$ cat src/rtl/id_ex_stage.sv
// ID/EX pipeline register with EX/MEM/WB operand forwarding, load-use hazard
// detection (stall + bubble), branch flush and a saturating bubble counter.
module id_ex_stage #(
    parameter int XLEN  = 32,
    parameter int CNT_W = 16
) (
    input  logic             clk,
    input  logic             rst_n,
    input  logic             id_valid,
    input  logic [XLEN-1:0]  id_pc,
    input  logic [4:0]       id_rs1_addr,
    input  logic [4:0]       id_rs2_addr,
    input  logic             id_uses_rs1,
    input  logic             id_uses_rs2,
    input  logic [4:0]       id_rd_addr,
    input  logic [XLEN-1:0]  id_imm,
    input  logic [3:0]       id_alu_ctrl,
    input  logic             id_reg_write,
    input  logic             id_mem_read,
    input  logic             id_mem_write,
    input  logic             id_alu_src,
    input  logic [XLEN-1:0]  rs1_data,
    input  logic [XLEN-1:0]  rs2_data,
    input  logic [XLEN-1:0]  ex_result,
    input  logic             mem_reg_write,
    input  logic [4:0]       mem_rd_addr,
    input  logic [XLEN-1:0]  mem_rd_data,
    input  logic             wb_reg_write,
    input  logic [4:0]       wb_rd_addr,
    input  logic [XLEN-1:0]  wb_rd_data,
    input  logic             flush,
    output logic             stall,
    output logic             ex_valid,
    output logic [XLEN-1:0]  ex_pc,
    output logic [XLEN-1:0]  ex_imm,
    output logic [XLEN-1:0]  ex_op_a,
    output logic [XLEN-1:0]  ex_op_b,
    output logic [4:0]       ex_rd_addr,
    output logic [3:0]       ex_alu_ctrl,
    output logic             ex_reg_write,
    output logic             ex_mem_read,
    output logic             ex_mem_write,
    output logic             ex_alu_src,
    output logic [CNT_W-1:0] bubble_cnt
);

    logic [XLEN-1:0] op_a_next;
    logic [XLEN-1:0] op_b_next;
    logic            hz;
    logic            bubble;

    // EX can only forward a non-load result; load data is not ready until MEM.
    logic ex_fwd_ok;
    assign ex_fwd_ok = ex_valid & ex_reg_write & ~ex_mem_read;

    // Operand source selection, youngest producer wins; x0 is always zero.
    function automatic logic [XLEN-1:0] fwd_sel(
        input logic [4:0]      addr,
        input logic [XLEN-1:0] rf_data
    );
        if (addr == 5'd0)
            fwd_sel = '0;
        else if (ex_fwd_ok && ex_rd_addr == addr)
            fwd_sel = ex_result;
        else if (mem_reg_write && mem_rd_addr == addr)
            fwd_sel = mem_rd_data;
        else if (wb_reg_write && wb_rd_addr == addr)
            fwd_sel = wb_rd_data;
        else
            fwd_sel = rf_data;
    endfunction

    // Forwarded operand values for the instruction currently in ID.
    always_comb begin
        op_a_next = fwd_sel(id_rs1_addr, rs1_data);
        op_b_next = fwd_sel(id_rs2_addr, rs2_data);
    end

    // Load-use hazard: a load in EX feeds a source the ID instruction really reads.
    always_comb begin
        hz = id_valid & ex_valid & ex_mem_read & (ex_rd_addr != 5'd0) &
             ((id_uses_rs1 & (ex_rd_addr == id_rs1_addr)) |
              (id_uses_rs2 & (ex_rd_addr == id_rs2_addr)));
        // A flush kills the ID instruction anyway, so holding it is pointless.
        stall  = hz & ~flush;
        bubble = flush | hz;
    end

    // Pipeline register: bubble on flush or hazard, otherwise capture ID.
    always_ff @(posedge clk or negedge rst_n) begin
        if (!rst_n) begin
            ex_valid     <= 1'b0;
            ex_pc        <= '0;
            ex_imm       <= '0;
            ex_op_a      <= '0;
            ex_op_b      <= '0;
            ex_rd_addr   <= '0;
            ex_alu_ctrl  <= '0;
            ex_reg_write <= 1'b0;
            ex_mem_read  <= 1'b0;
            ex_mem_write <= 1'b0;
            ex_alu_src   <= 1'b0;
        end else if (bubble) begin
            ex_valid     <= 1'b0;
            ex_pc        <= '0;
            ex_imm       <= '0;
            ex_op_a      <= '0;
            ex_op_b      <= '0;
            ex_rd_addr   <= '0;
            ex_alu_ctrl  <= '0;
            ex_reg_write <= 1'b0;
            ex_mem_read  <= 1'b0;
            ex_mem_write <= 1'b0;
            ex_alu_src   <= 1'b0;
        end else begin
            ex_valid     <= id_valid;
            ex_pc        <= id_pc;
            ex_imm       <= id_imm;
            ex_op_a      <= op_a_next;
            ex_op_b      <= op_b_next;
            ex_rd_addr   <= id_rd_addr;
            ex_alu_ctrl  <= id_alu_ctrl;
            ex_reg_write <= id_reg_write;
            ex_mem_read  <= id_mem_read;
            ex_mem_write <= id_mem_write;
            ex_alu_src   <= id_alu_src;
        end
    end

    // Count bubbles that displaced a real ID instruction, saturating at all-ones.
    always_ff @(posedge clk or negedge rst_n) begin
        if (!rst_n)
            bubble_cnt <= '0;
        else if (bubble && id_valid && bubble_cnt != {CNT_W{1'b1}})
            bubble_cnt <= bubble_cnt + CNT_W'(1);
    end

endmodule

$ cat config.mk
export PLATFORM = sky130hd
export DESIGN_NAME = id_ex_stage
export DESIGN_NICKNAME = d
export VERILOG_FILES = /design/src/rtl/id_ex_stage.sv
export SDC_FILE = /design/constraint.sdc
export NUM_CORES = 1
export LEC_CHECK = 0
export CORE_AREA = 10 10 155 157
export CTS_CLUSTER_DIAMETER = 100
export DETAILED_ROUTE_END_ITERATION = 8
export DIE_AREA = 0 0 165 167
export GPL_TIMING_DRIVEN = 0
export PLACE_DENSITY_LB_ADDON = 0.05
export REMOVE_ABC_BUFFERS = 1
export SYNTH_ARGS = -nofsm -noshare
export SYNTH_HDL_FRONTEND = slang
export SYNTH_SLANG_ARGS = --single-unit
$ cat constraint.sdc
create_clock -name clk -period 2.6 [get_ports clk]
set_input_delay 0.26 -clock clk [delete_from_list [all_inputs] [get_ports clk]]
set_output_delay 0.26 -clock clk [all_outputs]
set_load 0.005 [all_outputs]
* Word level (Yosys, flattened, before mapping)
Cells that the tools add are included.
** Cells by class
- Magnitude comparators :: 0
- Bitwise logic cells :: 13
- Muxes and demuxes :: 19
- Equal/unequal tests :: 7
- $add $sub $neg :: 1
- Divide/modulo/power cells :: 0
- Reductions and logical operators :: 11
- Shift-type cells :: 0
- Multiply operators :: 0
** Operator list (count)
- 32-bit 2-to-1 mux :: 12
- 5-bit == test :: 6
- 16-bit by 1-bit adder with 16-bit output, second input constant :: 1
- 16-bit != test, second input constant :: 1
- 5-bit logical NOT :: 2
- 1-bit AND :: 9
- 1-bit logical AND :: 8
- 1-bit 2-to-1 mux :: 5
- 5-bit 2-to-1 mux :: 1
- 5-bit nonzero test :: 1
- 4-bit 2-to-1 mux :: 1
- 1-bit inverter :: 2
- 1-bit OR :: 2
** Word-level totals
- Input bits :: 265
- Word-level logic and storage cells :: 63
- Bits in latches :: 0
- Flip-flop bits (word level) :: 158
- Memories kept :: 0
- Bits in writable memories :: 0
- Output and inout bits :: 159
- Bits in read-only memories :: 0

* Longest topological paths before layout
Gate-level depths: netlist of run 1.
- Word-level depth :: 7
- Mapped depth :: 8
- Depth with buffers taken out :: 7

* Worst setup path after synthesis of run 1
No wires, ideal clock.
- Kind :: register -> register
- Start :: register ex_rd_addr[3]
- End :: register bubble_cnt[1]
- Clock period less this slack :: 1.976 ns
- Buffers on the path :: 1
- Path slack :: 0.624 ns
- Data required time :: 2.475 ns
- Arrival :: 1.851 ns
- Library setup time :: 0.125 ns
- Cell stages (with the launch flop) :: 8
- Cells stage by stage :: dfrtp_1 xor2_1 nor4_2 a32o_1 a21oi_2 buf_4 nor2_1 mux2_2
** Between the ends
- Word-level cells in the longest chain between the ends :: 7
- Elaborated cells between the ends (all ways) :: 11
- Those cells by class :: 2 x eq/ne; 6 x bitwise; 3 x reduce/logical
** Ends and longest elaborated chain
- from (decl) :: RTL line 38 : output logic [4:0] ex_rd_addr,
- from (signal assigned) :: RTL line 121 : ex_rd_addr <= id_rd_addr;
- 5-bit == test (on tied branches) :: RTL line 82, 83
- 1-bit AND (on tied branches) :: RTL line 82, 83
- 1-bit OR :: RTL line 82 : ((id_uses_rs1 & (ex_rd_addr == id_rs1_addr)) |
- 1-bit AND * :: RTL line 81 : hz = id_valid & ex_valid & ex_mem_read & (ex_rd_addr != 5'd0) &
- 1-bit OR * :: RTL line 86 : bubble = flush | hz;
- 1-bit logical AND * (2 in series) :: RTL line 134 : else if (bubble && id_valid && bubble_cnt != {CNT_W{1'b1}})
- to (signal assigned) :: RTL line 135 : bubble_cnt <= bubble_cnt + CNT_W'(1);
- to (decl) :: RTL line 44 : output logic [CNT_W-1:0] bubble_cnt
Every way passes the cells marked *; elsewhere a longest branch is shown, timed or not.
A chain may end at the register's enable or synchronous reset.

* Worst setup path after layout of run 1
- Start :: input port id_rs2_addr[0]
- End :: register ex_op_b[11]
** Between the ends
- Word-level cells in the longest chain between the ends :: 7
- Elaborated cells between the ends (all ways) :: 16
- Those cells by class :: 3 x eq/ne; 5 x mux; 4 x bitwise; 4 x reduce/logical
** Ends and longest elaborated chain
- from (decl) :: RTL line 12 : input logic [4:0] id_rs2_addr,
- 5-bit == test :: RTL line 67 : else if (wb_reg_write && wb_rd_addr == addr)
- 1-bit logical AND :: RTL line 67
- 32-bit 2-to-1 mux :: RTL line 67
- 32-bit 2-to-1 mux :: RTL line 65 : else if (mem_reg_write && mem_rd_addr == addr)
- 32-bit 2-to-1 mux :: RTL line 63 : else if (ex_fwd_ok && ex_rd_addr == addr)
- 32-bit 2-to-1 mux :: RTL line 61 : if (addr == 5'd0)
- 32-bit 2-to-1 mux * :: RTL line 103 : end else if (bubble) begin
- to (signal assigned) :: RTL line 120 : ex_op_b <= op_b_next;
- to (decl) :: RTL line 37 : output logic [XLEN-1:0] ex_op_b,
Marks and branches as above.

==> results of run 1 <==
==> synth_stat cells (all sizes together) <==
library cell  count
a211oi           32
a21oi             2
a311oi           32
a31oi             1
a32o              1
and2             78
and3              8
and3b             1
and4              2
buf              16
clkbuf           31
dfrtp           158
ha                1
mux2              1
mux2i            32
nand2            73
nand3            10
nand4             1
nor2              5
nor2b             1
nor3             10
nor3b             4
nor4              7
nor4b             1
o21ai             2
o22ai            64
or4               2
xnor2             5
xor2             40
==> worst paths after layout <==
check | startpoint | endpoint
min | id_imm[2] | ex_imm[2]$_DFF_PN0_
min in group asynchronous | rst_n | ex_op_b[17]$_DFF_PN0_
max reg2reg | ex_rd_addr[0]$_DFF_PN0_ | ex_op_b[11]$_DFF_PN0_
max | id_rs2_addr[0] | ex_op_b[11]$_DFF_PN0_
min reg2reg | bubble_cnt[15]$_DFFE_PN0P_ | bubble_cnt[15]$_DFFE_PN0P_
max in group asynchronous | rst_n | bubble_cnt[4]$_DFFE_PN0P_
==> sequential cells by signal, summed over array words and instances (netlist names) <==
name,cells
ex_op_a,32
ex_alu_src,1
ex_imm,32
ex_mem_write,1
bubble_cnt,16
ex_op_b,32
ex_valid,1
ex_mem_read,1
ex_pc,32
ex_rd_addr,5
ex_alu_ctrl,4
ex_reg_write,1
==> power by group through the flow <==
stage               logic, mW  clock network (mW)  registers [mW]
finish                   1.28                2.50            2.72
global route             1.38                2.67            2.74
CTS                      1.29                2.56            2.72
detailed placement       1.28                   0            2.77
global placement         1.24                   0            2.76
floorplan               0.266                   0            2.77
==> layout make-up <==
type / count / area (um2) / share of cell area
diodes: 9 / 22.5 / 0.00183
clock buffers: 17 / 425 / 0.0346
clock inverters: 15 / 164 / 0.0133
multi-input cells: 416 / 2900 / 0.236
flip-flops and latches: 158 / 3960 / 0.321
well taps: 275 / 344 / 0.0280
repair buffers: 438 / 4500 / 0.365
==> kinds of logic (layout without fill, tap and decap cells) <==
| group | count (synthesis) | in the layout | synth area share |
|---|---|---|---|
| muxes | 33 | 33 | 0.0477 |
| other | 0 | 9 | 0 |
| AOI/OAI and AO/OA | 134 | 134 | 0.138 |
| and+or+nand+nor | 203 | 203 | 0.157 |
| buffers and inverters | 47 | 470 | 0.0286 |
| DFF | 158 | 158 | 0.569 |
| xor gates and xnor gates | 45 | 45 | 0.0568 |
| adders and majority gates | 1 | 1 | 0.00180 |
==> timing repair <==
| item | in CTS | in global routing |
|---|---|---|
| pin swaps | 2 | 1 |
| cloned | 0 | 0 |
| endpoints found under the hold margin | 74 | 0 |
| endpoints found under the setup margin | 65 | 18 |
| setup buffers | 3 | 2 |
| hold buffers | 1 | 0 |
| gates resized for setup | 5 | 4 |
==> through the flow <==
step	hold slack [ns]	instance area [um2]
after floorplan	-0.0356	6750
after global placement	0.484	11300
after detailed placement	0.278	11600
after CTS	0.355	12200
after global routing	0.355	12300
final	0.377	12300
==> per-layer routing <==
metal / share of wire / wire length, um
met1: 0.35 / 11500
met2: 0.52 / 16800
met3: 0.11 / 3660
met4: 0.017 / 567
met5: 0.0010 / 34
==> flow_metrics.tcl, run 1 <==
set metrics [dict create \
    grt_max_degree 85 \
    cts_max_level 4 \
    min_period_ns 2.53 \
    p_int_mw 4.73 \
    fp-row-count 53 \
    arrival_ns 2.76 \
    first_pass_iters 4 \
    core_area_um2 20800 \
    crit_buf_inv 2 \
    critPathMaxFanout 32 \
    hpwl_mm 24.3 \
    switching_share 0.272 \
    clk_pin_slew_ns 0.08 \
    rsz0062_at_grt "false" \
    critPathTopFamily "simple AND/OR/NAND/NOR gates" \
    ant_nets 0 \
    gr-usage-met3 0.0981 \
    ys_warn_count 0 \
    synth_top_area_frac 0.569 \
    grt_pass1_wl_mm 46.9 \
    antenna_found_initial 11 \
    p_leak_nw 5.07 \
    grt_pass1_vias 6919 \
    cts_buffer_depth 2 \
    final_cell_count_no_fill 1328 \
    fillerInstances 1827 \
    area_growth_pct 77.3 \
    cts_root_buf "clkbuf_16" \
    slew_headroom 0.360 \
    cp-end-kind "flip-flop" \
    critPathMaxStageDelay_ns 0.82 \
    drc 0 \
    powerDensity_nw_per_um2 528 \
    yosys.area.top_type "dfrtp_1" \
    drt-wirelength-per-cell_um 24.5 \
    outcome "complete, no violations" \
    initial_utilization 0.333 \
    final_layout_size_suffix_gt1_frac 0.0642 \
    ys_ff_latch 158 \
    pwr-share-seq 0.419 \
    skew_ns 0.00920 \
    avgSynthCellArea_um2 11.2 \
    nets 1297 \
    tns_ns 0 \
    cts_buffers 17 \
    grt_overflow 0 \
    die_x_um 165 \
    top_usage_layer "met2" \
    dp.cells 1281 \
    ys_types 32 \
    worstPathCellList "clkdlybuf4s50_1, xor2_1, nor4_2, nand3_2, buf_12, nor2b_4, a211oi_1" \
    worstSetupPathDepth 7 \
    timing.hold.worst.class "in -> reg" \
    finalSetupViolations 0 \
    fin_ws_ns 0.0697 \
    drv_cap 0 \
    synthCells 621 \
    r2r_slack_ns 0.10 \
    max_freq_mhz 395 \
    peakVddDrop_mv 0.422 \
    period_share 0.973 \
    required_ns 2.83 \
    met1_usage 0.243 \
    dp_slack_ns -0.717 \
    crit_slowest_cell "nor2b_4" \
    dieArea_um2 27600 \
    cts_num_sinks 158 \
    grtUsageTotal 0.227 \
    ioPinCount 424 \
    cp-start-kind "input pin" \
    drt-vias-per-instance 5.04 \
    critPathKind "in -> reg" \
    tightest_slew_ns 0.958 \
    die_h_um 167 \
    most-common-layout-cells "clkdlybuf4s50_1 (421), dfrtp_1 (157), and2_1 (78)" \
    whs_path_depth 2 \
    gp_congestion 0.859 \
    final_max_slew_viol_count 0 \
    fin_util 0.591 \
    hold_viol_final 0 \
    via_count 6693 \
    drt-initial-drc-count 369 \
    io_buffers 423 \
    cts_tree "yes" \
    clockPowerShare 0.385 \
    power_switching_mw 1.77 \
    synth_area_leaders "dfrtp_1 (57%), and2_1 (7.0%), o22ai_1 (5.8%), xor2_1 (5.0%), mux2i_1 (4.6%)" \
    synth_area_um2 6940 \
    power_mw 6.50 \
    ys_seq_area_frac 0.569 \
    insertion_delay_ns 0.42 \
    r2r_cells 6 \
    pwr-share-comb 0.197 \
    mostFrequentLayoutCell "clkdlybuf4s50_1" \
    grtUsageMet2 0.391 \
    wl_mm 32.5 \
]
Note: power is estimated with default switching activity, not from simulation.
==> run 2: changes to the inputs <==
--- a/config.mk
+++ b/config.mk
@@ -15,3 +15,4 @@
 export SYNTH_ARGS = -nofsm -noshare
 export SYNTH_HDL_FRONTEND = slang
 export SYNTH_SLANG_ARGS = --single-unit
+export TNS_END_PERCENT = 30
==> results of run 2 <==
No change in the layout: final DEF, timing and power equal those of run 1.
==> run 3: changes to the inputs <==
--- a/config.mk
+++ b/config.mk
@@ -12,6 +12,7 @@
 export GPL_TIMING_DRIVEN = 0
 export PLACE_DENSITY_LB_ADDON = 0.05
 export REMOVE_ABC_BUFFERS = 1
+export SKIP_CTS_REPAIR_TIMING = 1
 export SYNTH_ARGS = -nofsm -noshare
 export SYNTH_HDL_FRONTEND = slang
 export SYNTH_SLANG_ARGS = --single-unit
==> run 3 against run 2 <==
Net effect: non-clock buffer count is 5 lower; sequential power hardly changed; first-iteration DRC count is 3.0% lower; utilization is 0.20 points lower; clock skew is 0.00051 ns higher; sequential cell count stayed put; die area stayed put.
==> flow_metrics.tcl, run 3 (synthesis gave the netlist of run 1 again) <==
set metrics [dict create \
    outcome "complete, no violations" \
    peakVddDrop_mv 0.421 \
    wl_mm 32.5 \
    critPathKind "in -> reg" \
    r2r_cells 6 \
    required_ns 2.84 \
    die_h_um 167 \
    powerDensity_nw_per_um2 528 \
    drt-initial-drc-count 358 \
    drt-vias-per-instance 5.05 \
    placed_area_um2 11600 \
    reg2reg_from "ex_rd_addr[0]$_DFF_PN0_" \
    core_area_um2 20800 \
    drt-wirelength-per-cell_um 24.5 \
    insertion_delay_ns 0.43 \
    r2r_slack_ns 0.11 \
    rsz0062_at_grt "true" \
    grt_pass1_vias 6863 \
    finalSetupViolations 0 \
    cts_num_sinks 158 \
    grt_pass1_wl_mm 46.8 \
    dieArea_um2 27600 \
    drv_cap 0 \
    whs_ns 0.377 \
    timing.rr.end "ex_op_b[11]$_DFF_PN0_" \
    final_layout_size_suffix_gt1_frac 0.0597 \
    area_growth_pct 76.6 \
    drc 0 \
    fin_area_um2 12300 \
    grt_overflow 0 \
    cts_root_buf "clkbuf_16" \
    cts_buffer_depth 2 \
    arrival_ns 2.76 \
    slew_headroom 0.354 \
    final_max_slew_viol_count 0 \
    period_share 0.972 \
    gp_congestion 0.859 \
    fp-row-count 53 \
    cp-end-kind "flip-flop" \
    timing.hold.worst.class "in -> async" \
    clk_pin_slew_ns 0.07 \
    die_x_um 165 \
    critPathMaxFanout 32 \
    cts_max_level 4 \
    skew_ns 0.00970 \
    ioPinCount 424 \
    mostFrequentLayoutCell "clkdlybuf4s50_1" \
    hpwl_mm 24.3 \
    min_period_ns 2.53 \
    p_leak_nw 5.06 \
    cp-start-kind "input pin" \
    io_buffers 423 \
    nets 1292 \
    cts_buffers 17 \
    max_freq_mhz 396 \
    initial_utilization 0.333 \
    first_pass_iters 5 \
    grtUsageTotal 0.227 \
    antenna_found_initial 11 \
    hold_viol_final 0 \
    ant_nets 0 \
    grt_max_degree 85 \
    tightest_slew_ns 0.968 \
    cts_tree "yes" \
    most-common-layout-cells "clkdlybuf4s50_1 (421), dfrtp_1 (157), and2_1 (78)" \
    via_count 6687 \
]
## run 3: area by class of cell
| cell class | instances | area [um2] |
|---|---|---|
| repair buffers | 433 | 4460 |
| clock inverters | 15 | 164 |
| fillers | 1831 | 8560 |
| clock buffers | 17 | 425 |
| multi-input cells | 416 | 2890 |
| flip-flops and latches | 158 | 3960 |
| diodes | 10 | 25.0 |
| well taps | 275 | 344 |
## run 3: where the power goes
part           switching [mW]  internal [mW]
sequential             0.0953           2.62
clock                    1.20           1.29
combinational           0.464          0.806
## run 3: worst max-delay path by stage
stage | slack (ns) | end | startpoint
2_1_floorplan | -1.38 | ex_op_a[0]$_DFF_PN0_ | ex_rd_addr[0]$_DFF_PN0_
5_1_grt | -0.04 | ex_op_a[11]$_DFF_PN0_ | id_rs1_addr[4]
6_report | 0.07 | ex_op_b[11]$_DFF_PN0_ | id_rs2_addr[0]
3_3_place_gp | -5.56 | bubble_cnt[13]$_DFFE_PN0P_ | rst_n
4_1_cts | -0.33 | ex_op_b[11]$_DFF_PN0_ | ex_rd_addr[0]$_DFF_PN0_
3_5_place_dp | -0.72 | ex_op_b[11]$_DFF_PN0_ | id_rs2_addr[0]
## run 3: routing by layer
layer | global-route usage | part of all wire
met1 | 0.242 | 0.35
met2 | 0.391 | 0.52
met3 | 0.0984 | 0.11
met4 | 0.0743 | 0.019
met5 | 0 | 0.0010
## run 3: metrics by stage
stage	util	setup WS (ns)	power (mW)	setup TNS [ns]	instances
6_report	0.589	0.0736	6.48	0	1324
5_1_grt	0.589	-0.0440	6.78	-0.120	1321
4_1_cts	0.586	-0.332	6.57	-7.19	1313
3_5_place_dp	0.558	-0.717	4.05	-37.53	1281
3_3_place_gp	0.544	-5.56	4.01	-1393.14	1272
2_1_floorplan	-	-1.38	3.04	-103.69	574
## run 3: worst max-delay path, stage by stage
cell and delay, ns:
clkdlybuf4s50_1 0.65, xor2_1 0.21, nor4_2 0.07, nand3_2 0.22, buf_12 0.25, nor2b_4 0.82
a211oi_1 0.24
